### src/rtl/pong_pkg.sv
// ---------------------------------------------------------------------------
// pong_pkg
//   Shared definitions for the ping-pong game: ball controller state
//   encodings and the default playfield geometry. The VGA renderer and the
//   PIO wiring use the same constants.
// ---------------------------------------------------------------------------
package pong_pkg;

  // Ball controller phases. The encodings are visible to the CPU through
  // the state port, so they are fixed.
  typedef enum logic [1:0] {
    ST_IDLE  = 2'd0,
    ST_SERVE = 2'd1,
    ST_MOVE  = 2'd2,
    ST_SCORE = 2'd3
  } pong_state_e;

  // Default playfield geometry.
  localparam int PONG_X_W      = 6;   // ball column width
  localparam int PONG_Y_W      = 5;   // ball / paddle row width
  localparam int PONG_X_MAX    = 63;  // right paddle column (left paddle is 0)
  localparam int PONG_Y_MAX    = 31;  // bottom row
  localparam int PONG_PADDLE_H = 6;   // paddle height in rows

endpackage : pong_pkg

### src/rtl/pong_tick_gen.sv
// ---------------------------------------------------------------------------
// pong_tick_gen
//   Motion tick divider. Counts 0..TICK_DIV-1 while enabled and emits a
//   one-cycle tick on the terminal count, then wraps. A clear holds the
//   count at 0. While disabled and not cleared the count is frozen, which
//   is how a pause keeps the phase of the next tick.
// Ports
//   clk      in  system clock
//   reset_n  in  asynchronous active-low reset
//   i_en     in  count enable
//   i_clr    in  synchronous clear (has priority over i_en)
//   o_tick   out one-cycle pulse on the terminal count while enabled
// ---------------------------------------------------------------------------
module pong_tick_gen #(
  parameter int TICK_DIV = 1000000
) (
  input  logic clk,
  input  logic reset_n,
  input  logic i_en,
  input  logic i_clr,
  output logic o_tick
);

  localparam int CNT_W = (TICK_DIV > 1) ? $clog2(TICK_DIV) : 1;
  localparam logic [CNT_W-1:0] CNT_LAST = CNT_W'(TICK_DIV - 1);

  logic [CNT_W-1:0] r_cnt;
  logic             w_last;

  assign w_last = (r_cnt == CNT_LAST);
  assign o_tick = i_en && !i_clr && w_last;

  // NOTE: asynchronous reset lives in the sensitivity list; every register
  // here is state, so it is written with non-blocking assignments only.
  always_ff @(posedge clk or negedge reset_n) begin
    if (!reset_n) begin
      r_cnt <= '0;
    end else if (i_clr) begin
      r_cnt <= '0;
    end else if (i_en) begin
      r_cnt <= w_last ? '0 : r_cnt + CNT_W'(1);
    end
  end

endmodule : pong_tick_gen

### src/rtl/pong_ball_ctrl.sv
// ---------------------------------------------------------------------------
// pong_ball_ctrl
//   Ball motion sequencer. Steps the ball one cell per motion tick, bounces
//   it off the top/bottom walls and the paddles, detects misses and runs
//   the IDLE -> SERVE -> MOVE -> SCORE -> SERVE game phases. o_frame_strobe
//   marks the cycle in which the coordinates of a tick update are first
//   visible, so the CPU can read a coherent (x, y) pair.
// Ports
//   clk             in  system clock
//   reset_n         in  asynchronous active-low reset
//   i_start         in  pulse, starts a game from IDLE
//   i_pause         in  level, freezes the divider and all state
//   i_paddle_l_y    in  top row of the left paddle
//   i_paddle_r_y    in  top row of the right paddle
//   o_ball_x        out ball column
//   o_ball_y        out ball row
//   o_dir_x         out 1 = moving right
//   o_dir_y         out 1 = moving down
//   o_state         out game phase (pong_state_e encoding)
//   o_score_l       out one-cycle pulse, left player scored
//   o_score_r       out one-cycle pulse, right player scored
//   o_frame_strobe  out one-cycle pulse after every tick-driven update
// ---------------------------------------------------------------------------
module pong_ball_ctrl
  import pong_pkg::*;
#(
  parameter int X_W         = PONG_X_W,
  parameter int Y_W         = PONG_Y_W,
  parameter int X_MAX       = PONG_X_MAX,
  parameter int Y_MAX       = PONG_Y_MAX,
  parameter int PADDLE_H    = PONG_PADDLE_H,
  parameter int TICK_DIV    = 1000000,
  parameter int SERVE_DELAY = 25
) (
  input  logic           clk,
  input  logic           reset_n,
  input  logic           i_start,
  input  logic           i_pause,
  input  logic [Y_W-1:0] i_paddle_l_y,
  input  logic [Y_W-1:0] i_paddle_r_y,
  output logic [X_W-1:0] o_ball_x,
  output logic [Y_W-1:0] o_ball_y,
  output logic           o_dir_x,
  output logic           o_dir_y,
  output logic [1:0]     o_state,
  output logic           o_score_l,
  output logic           o_score_r,
  output logic           o_frame_strobe
);

  localparam int SC_W = $clog2(SERVE_DELAY + 1);

  localparam logic [X_W-1:0]  X_CENTRE   = X_W'(X_MAX >> 1);
  localparam logic [Y_W-1:0]  Y_CENTRE   = Y_W'(Y_MAX >> 1);
  localparam logic [X_W-1:0]  X_RIGHT    = X_W'(X_MAX);
  localparam logic [X_W-1:0]  X_R_HIT    = X_W'(X_MAX - 1);  // column in front of right paddle
  localparam logic [X_W-1:0]  X_R_BOUNCE = X_W'(X_MAX - 2);
  localparam logic [Y_W-1:0]  Y_BOTTOM   = Y_W'(Y_MAX);
  localparam logic [Y_W-1:0]  Y_BOUNCE   = Y_W'(Y_MAX - 1);
  localparam logic [SC_W-1:0] SERVE_LAST = SC_W'(SERVE_DELAY - 1);

  // Paddle coverage test. The bottom row is formed one bit wider than the
  // row so a paddle near the bottom edge cannot wrap round to row 0.
  function automatic logic in_paddle(input logic [Y_W-1:0] y,
                                     input logic [Y_W-1:0] top);
    logic [Y_W:0] bottom;
    bottom = {1'b0, top} + (Y_W+1)'(PADDLE_H - 1);
    return ({1'b0, y} >= {1'b0, top}) && ({1'b0, y} <= bottom);
  endfunction

  pong_state_e     r_state,     w_state_nxt;
  logic [X_W-1:0]  r_x,         w_x_nxt;
  logic [Y_W-1:0]  r_y,         w_y_nxt;
  logic            r_dx,        w_dx_nxt;
  logic            r_dy,        w_dy_nxt;
  logic [SC_W-1:0] r_serve_cnt, w_serve_cnt_nxt;
  logic            r_score_l,   w_score_l_nxt;
  logic            r_score_r,   w_score_r_nxt;
  logic            r_strobe;
  logic            w_tick;

  // The divider is cleared in IDLE and frozen, not cleared, while paused.
  pong_tick_gen #(
    .TICK_DIV (TICK_DIV)
  ) u_tick_gen (
    .clk     (clk),
    .reset_n (reset_n),
    .i_en    (!i_pause && (r_state != ST_IDLE)),
    .i_clr   (r_state == ST_IDLE),
    .o_tick  (w_tick)
  );

  // Next-state and datapath. Outside IDLE every change is qualified by
  // w_tick, which is already low while paused.
  always_comb begin
    // NOTE: every variable gets a default before any branch, so no path can
    // leave one unassigned and infer a latch.
    w_state_nxt     = r_state;
    w_x_nxt         = r_x;
    w_y_nxt         = r_y;
    w_dx_nxt        = r_dx;
    w_dy_nxt        = r_dy;
    w_serve_cnt_nxt = r_serve_cnt;
    w_score_l_nxt   = 1'b0;
    w_score_r_nxt   = 1'b0;

    unique case (r_state)
      ST_IDLE: begin
        // Pause freezes everything, including leaving IDLE.
        if (i_start && !i_pause) begin
          w_state_nxt     = ST_SERVE;
          w_serve_cnt_nxt = '0;
        end
      end

      ST_SERVE: begin
        if (w_tick) begin
          if (r_serve_cnt == SERVE_LAST) begin
            w_state_nxt = ST_MOVE;
          end else begin
            w_serve_cnt_nxt = r_serve_cnt + SC_W'(1);
          end
        end
      end

      ST_MOVE: begin
        if (w_tick) begin
          // Vertical: walls reflect the ball back into the field.
          if (r_dy && (r_y == Y_BOTTOM)) begin
            w_y_nxt  = Y_BOUNCE;
            w_dy_nxt = 1'b0;
          end else if (!r_dy && (r_y == '0)) begin
            w_y_nxt  = Y_W'(1);
            w_dy_nxt = 1'b1;
          end else begin
            w_y_nxt  = r_dy ? r_y + Y_W'(1) : r_y - Y_W'(1);
          end

          // Horizontal: the paddle test uses the row before this tick's move.
          if (r_dx && (r_x == X_R_HIT)) begin
            if (in_paddle(r_y, i_paddle_r_y)) begin
              w_x_nxt  = X_R_BOUNCE;
              w_dx_nxt = 1'b0;
            end else begin
              w_x_nxt       = X_RIGHT;
              w_score_l_nxt = 1'b1;
              w_state_nxt   = ST_SCORE;
            end
          end else if (!r_dx && (r_x == X_W'(1))) begin
            if (in_paddle(r_y, i_paddle_l_y)) begin
              w_x_nxt  = X_W'(2);
              w_dx_nxt = 1'b1;
            end else begin
              w_x_nxt       = '0;
              w_score_r_nxt = 1'b1;
              w_state_nxt   = ST_SCORE;
            end
          end else begin
            w_x_nxt = r_dx ? r_x + X_W'(1) : r_x - X_W'(1);
          end
        end
      end

      ST_SCORE: begin
        if (w_tick) begin
          // The ball still sits in the miss column, which tells us who
          // conceded: serve toward that side.
          w_dx_nxt        = (r_x == X_RIGHT);
          w_dy_nxt        = 1'b1;
          w_x_nxt         = X_CENTRE;
          w_y_nxt         = Y_CENTRE;
          w_serve_cnt_nxt = '0;
          w_state_nxt     = ST_SERVE;
        end
      end

      default: w_state_nxt = ST_IDLE;
    endcase
  end

  always_ff @(posedge clk or negedge reset_n) begin
    if (!reset_n) begin
      r_state     <= ST_IDLE;
      r_x         <= X_CENTRE;
      r_y         <= Y_CENTRE;
      r_dx        <= 1'b1;
      r_dy        <= 1'b1;
      r_serve_cnt <= '0;
      r_score_l   <= 1'b0;
      r_score_r   <= 1'b0;
      r_strobe    <= 1'b0;
    end else begin
      r_state     <= w_state_nxt;
      r_x         <= w_x_nxt;
      r_y         <= w_y_nxt;
      r_dx        <= w_dx_nxt;
      r_dy        <= w_dy_nxt;
      r_serve_cnt <= w_serve_cnt_nxt;
      r_score_l   <= w_score_l_nxt;
      r_score_r   <= w_score_r_nxt;
      // Rises together with the updated coordinates, one cycle after tick.
      r_strobe    <= w_tick;
    end
  end

  assign o_ball_x       = r_x;
  assign o_ball_y       = r_y;
  assign o_dir_x        = r_dx;
  assign o_dir_y        = r_dy;
  assign o_state        = r_state;
  assign o_score_l      = r_score_l;
  assign o_score_r      = r_score_r;
  assign o_frame_strobe = r_strobe;

endmodule : pong_ball_ctrl

### config.mk
export PLATFORM = sky130hd
export DESIGN_NAME = pong_ball_ctrl
export DESIGN_NICKNAME = d
export VERILOG_FILES = /design/src/rtl/pong_pkg.sv /design/src/rtl/pong_tick_gen.sv /design/src/rtl/pong_ball_ctrl.sv
export SDC_FILE = /design/constraint.sdc
export NUM_CORES = 1
export LEC_CHECK = 0
export CAP_MARGIN = 20
export CELL_PAD_IN_SITES_DETAIL_PLACEMENT = 0
export CELL_PAD_IN_SITES_GLOBAL_PLACEMENT = 2
export CORE_MARGIN = 4
export CORE_UTILIZATION = 36
export CTS_CLUSTER_SIZE = 16
export DETAILED_ROUTE_END_ITERATION = 8
export PLACE_DENSITY_LB_ADDON = 0.1
export SYNTH_ARGS = -nofsm -noshare
export SYNTH_HDL_FRONTEND = slang
export SYNTH_SLANG_ARGS = --single-unit
### constraint.sdc
create_clock -name clk -period 3.4 [get_ports clk]
set_input_delay 1.02 -clock clk [delete_from_list [all_inputs] [get_ports clk]]
set_output_delay 1.02 -clock clk [all_outputs]
set_load 0.03 [all_outputs]
# After elaboration in Yosys (flattened, before gate mapping)
# Cells that the tools add are included.
# Widths: inputs -> output; s select.
# op_classes
n_mux,53
reduce_logical,25
n_addsub,8
n_eq_ne,21
n_lt_le_gt_ge,4
# ops
operator,count
$mux 20,3
$mux 5,9
$mux 6,5
$mux 2,11
$add 20x1->20 const B,1
$eq 20x20->1 const B,1
$mux 1,19
$ne 3x3->1 const B,6
$pmux 5 s3,1
$add 5x3->6 const B,2
$eq 6x6->1 const B,2
$le 5x6->1,2
$ne 2x2->1 const B,6
$pmux 6 s2,1
$add 5x1->5 const B,2
$eq 5x5->1 const B,2
$ge 5x5->1,2
$logic_and 1x1->1,10
$pmux 5 s2,1
$pmux 2 s4,1
$reduce_and 8->1,1
$add 6x1->6 const B,1
$eq 6x1->1 const B,1
$reduce_and 6->1,1
13 further kinds,20
# word_totals
register_bits,43
elab_cells,121
in_bits,14
output_inout_bits,18

# Depth between registers and ports, before layout
# depth
depth_word,8
depth_mapped,10
ltp_nobuf,10

# Cells and area by module
# A second synthesis with hierarchy kept.
# unflattened
hier_cells,377
area_unflattened_um2,3286.9
# by_module_without_submodules
mod,area_each_um2,seq_area_each_um2,cells_each,instances
pong_ball_ctrl,2122.0,589.3,240,1
pong_tick_gen,1164.9,500.5,137,1

# Least setup slack after synthesis
# Ideal clock, no wire load.
# synth_path
path_type,input to register
from,in i_paddle_r_y[0]
to,reg r_state[1] (netlist: o_state[1])
setup_ps,125
n_path_buf,0
stages,10
required_ps,3275
t_arrival_ps,3133
path_slack_ps,142
cell_sequence,ha_1 > o21ai_0 > xnor2_1 > ha_1 > nand3_1 > o21bai_1 > a21oi_1 > o311ai_4 > a2111oi_4 > mux2_4
# synth_between
elab_chain_cells,5
elab_cells_between_ends,6
classes_between,add/sub (1); order compare (2); eq/ne (1); reduce/logical (2)
# synth_rtl
item,line,source
from (decl),pong_ball_ctrl.sv:40,"input logic [Y_W-1:0] i_paddle_r_y,"
$add 5x3->6,pong_ball_ctrl.sv:67,"bottom = {1'b0, top} + (Y_W+1)'(PADDLE_H - 1);"
$le 5x6->1,pong_ball_ctrl.sv:68,"return ({1'b0, y} >= {1'b0, top}) && ({1'b0, y} <= bottom);"
$logic_and 1x1->1 (*),pong_ball_ctrl.sv:68,
$ne 3x3->1 (no line) (*),--,
$reduce_and 8->1 (no line) (*),--,
to (signal assigned),pong_ball_ctrl.sv:193,r_state <= w_state_nxt;
to (decl),pong_ball_ctrl.sv:71,"pong_state_e r_state, w_state_nxt;"
# Every way passes the cells marked *; elsewhere a longest branch is shown, timed or not.
# A chain may end at the register's enable or synchronous reset.

# Final worst setup path
# layout_path
from,in i_paddle_l_y[0]
to,reg r_state[1] (netlist: o_state[1])
# layout_between
elab_chain_cells,5
elab_cells_between_ends,6
classes_between,add/sub (1); order compare (2); eq/ne (1); reduce/logical (2)
# layout_rtl
item,line,source
from (decl),pong_ball_ctrl.sv:39,"input logic [Y_W-1:0] i_paddle_l_y,"
$add 5x3->6,pong_ball_ctrl.sv:67,
$le 5x6->1,pong_ball_ctrl.sv:68,
$logic_and 1x1->1 (*),pong_ball_ctrl.sv:68,
$ne 3x3->1 (no line) (*),--,
$reduce_and 8->1 (no line) (*),--,
# Marked as above.

==> metrics <==
status=finished, final reports clean; GRT busiest layer=met2; Clock power frac=0.316; CTS tree=built; Row Count=35; initial antenna violation count=0; wire per inst=roughly 15 um; hpwl dp=~6400 um; fmax=0.307 GHz; HP Class=register to register; static leakage=1.82 nW; Setup Crit Path Kind=input pin to register; skew final=between 0.009 and 0.01 ns; largest net degree at the start of global routing=42; Avg Cell Area, Syn=8.84 um^2; CORE AREA=9240 um^2; Post-Syn Nets=440; Synth Area in XOR/XNOR=0.0306; CTS H-tree lvls=2; total track usage=0.162; largest family of logic cells by synthesized area=compound AO/OA/AOI/OAI gates; dpl cell area=between 4000 and 5000 um^2; M2 GR Usage=0.268; flops & latches, synth=43; CTS Buffer Depth=2; met3 Use GR=0.0318; ANT nets after route=0; Worst R2R Setup Slack=~0.52 ns; DRT iter0 DRCs=96; drt drc=0; Finished Cell Area=roughly 4100 um^2; commonest non-fill, non-tap cell in the layout=nand2_1; fillers=around 940; final worst-path cycle share=0.959; register area=1090 um^2; final design utilization=0.446; setup bufs post-CTS=0; ys flop type=dfrtp_1; n_diodes=0; drt first pass iters=4; Worst Setup Start Kind=input pin; adder-cell share of the synthesized area=0.141; port bufs=31; die height=between 100 and 150 um; post-layout min period=3.26 ns; compound-cell area share of the yosys netlist=0.222; final hold violations=0; Layout area overhead=20.1%; Max FO, Critical Path=3; first-pass GRT wire length=about 15000 um; Die W=between 100 and 150 um; r2r endpoint=o_state[1]; simple-gate share of the synthesized area=0.214; Rel. slew slack=0.365; vias in the first global route=3020; vias post-DR=2993; footprint of the multi-input gates=approximately 2200 um^2; GPL Wtd Cong=between 0.7 and 0.8; FF-to-FF Start=u_tick_gen.r_cnt[0]; R2R cell count=7; Setup crit end kind=register; most frequent cells in the layout=nand2_1 (46), ha_1 (36), dfrtp_1 (32); clk_lat worst skew=0.30 ns; Distinct cells, synth=60; TritonCTS buffer count=5; drt total wl=roughly 8600 um; Via-to-Cell Ratio=roughly 5.3; RSZ-0062 raised after global routing=false; sequential element share of the synthesized area=0.318; smallest hold slack=about 0.47 ns; Comb pwr share=0.170; Initial Util=0.371; final setup violating endpoints=0; share of post-route cells with drive strength above 1=0.144; number of max-cap violations=0; P_sw=0.308 mW; met1 Resource Use GR=0.220; CTS sink cnt=43; setup ws final=0.138 ns; WHS Path Cells=1; peak supply drop=0.201 mV; CP required=3.59 ns; Gate Count Post-Synth=~390; nets=between 400 and 500; CP arrival=3.45 ns; Slew @ Worst Pin=between 0.9 and 1 ns; Seq pwr share=0.514; total gr overflow=0; hold endpoint=u_tick_gen.r_cnt[19]; Sw Ratio=0.288; root buffer cell=clkbuf_8; Max Transition Viols Final=0; multiplexer share of the synthesized area=0.0263; hold path startpoint=u_tick_gen.r_cnt[19]; pre-CTS setup slack=-0.357 ns; Ports=32; Cell Int Power=0.760 mW; Post-synth ARST share=1.00; Post-synth EDFFs=0; die area=11200 um^2; Mapped Area=3430 um^2; Reg clk slew, reported paths=roughly 0.090 ns; power per cell area=approximately 260 nW/um^2; synth warn=0
flip-flops by register name, summed over array words and instances (netlist names):
| register | flops |
|---|---|
| o_state | 2 |
| o_ball_x | 6 |
| o_score_r | 1 |
| u_tick_gen.r_cnt | 20 |
| o_ball_y | 5 |
| r_serve_cnt | 5 |
| o_dir_x | 1 |
| o_dir_y | 1 |
| o_frame_strobe | 1 |
| o_score_l | 1 |
cells by family after synthesis:
logic type / after synthesis
AO/OA/AOI/OAI: 114
XOR/XNOR: 12
adder cells (fa/ha/maj): 38
buffers and inverters: 40
flip-flops: 43
multiplexers: 8
AND/OR/NAND/NOR: 133
synthesized netlist by cell type (2+ instances only):
cell type,number,area share
a21o_1,8,0.018
ha_1,37,0.13
o31ai_1,8,0.018
a22o_1,3,0.0077
nor2b_1,3,0.0055
o21a_1,4,0.0088
nand3_1,10,0.015
buf_6,2,0.0066
nor2_1,22,0.024
o22a_1,4,0.010
a2bb2oi_1,2,0.0051
xor2_1,6,0.015
nand2_1,46,0.050
a21oi_1,27,0.039
dfstp_2,11,0.084
o21ai_0,29,0.042
a31oi_1,6,0.011
nand3b_1,2,0.0044
o32ai_1,2,0.0051
dfrtp_1,32,0.23
nor4_1,3,0.0055
nand4_1,9,0.016
xnor2_1,6,0.015
o21ai_1,8,0.012
inv_1,29,0.032
mux2i_1,6,0.018
or3_1,5,0.0091
clkbuf_1,8,0.0088
o21bai_1,2,0.0044
or4_1,2,0.0044
nor3_1,9,0.013
and2_1,2,0.0036
nand2b_1,3,0.0055
mux2_4,2,0.0088
and3_1,4,0.0073
a22oi_1,2,0.0044
layout make-up:
cell class / instances / area share
clock buffer: 6 / 0.0176
sequential: 43 / 0.265
timing repair buffer: 54 / 0.117
inverter: 29 / 0.0264
tap: 129 / 0.0392
multi-input combinational: 305 / 0.532
clock inverter: 2 / 0.00304
worst max-delay path by stage:
| stage | cells past startpoint | start | to |
|---|---|---|---|
| 4_1_cts | 13 | i_paddle_r_y[0] | o_state[0] |
| 3_3_place_gp | 12 | i_paddle_r_y[1] | o_state[1] |
| 6_report | 11 | i_paddle_l_y[0] | o_state[1] |
| 2_1_floorplan | 10 | i_paddle_r_y[0] | o_state[1] |
| 5_1_grt | 12 | i_paddle_l_y[0] | o_state[0] |
| 3_5_place_dp | 12 | i_paddle_r_y[0] | o_state[1] |
power groups by stage:
stage          Combinational [mW]  Sequential (mW)  Clock [mW]
3_3_place_gp                0.178            0.559           0
3_5_place_dp                0.181            0.559           0
2_1_floorplan               0.103            0.556           0
4_1_cts                     0.183            0.549       0.349
5_1_grt                     0.208            0.552       0.374
6_report                    0.182            0.549       0.337
layer usage:
metal / vias to the layer above / wire length [um]
met1: 1442 / 4230
met4: 0 / 102
li1: 1494 / -
met5: - / 0
met3: 10 / 314
met2: 47 / 3930
worst max-delay path, stage by stage:
cell and delay, ns:
clkdlybuf4s50_1 0.43, buf_4 0.15, a21oi_2 0.19, xnor2_1 0.15, ha_1 0.26, a21o_1 0.18
a21oi_1 0.18, a21oi_2 0.09, nor3_1 0.38, a2111oi_4 0.11, mux2_4 0.31
what timing repair did:
| action | in CTS | in global routing |
|---|---|---|
| hold buffers | 0 | 0 |
| endpoints found under the setup margin | 2 | 3 |
| pin swaps | 0 | 3 |
| resized for setup | 2 | 7 |
metrics by stage:
step | instances | total power [mW] | TNS [ns]
global placement | 560 | 0.737 | -0.782
floorplan | 388 | 0.659 | 0
detailed placement | 560 | 0.739 | -0.929
global route | 568 | 1.13 | 0
CTS | 568 | 1.08 | 0
finish | 568 | 1.07 | 0
Note: power is estimated with default switching activity, not from simulation.
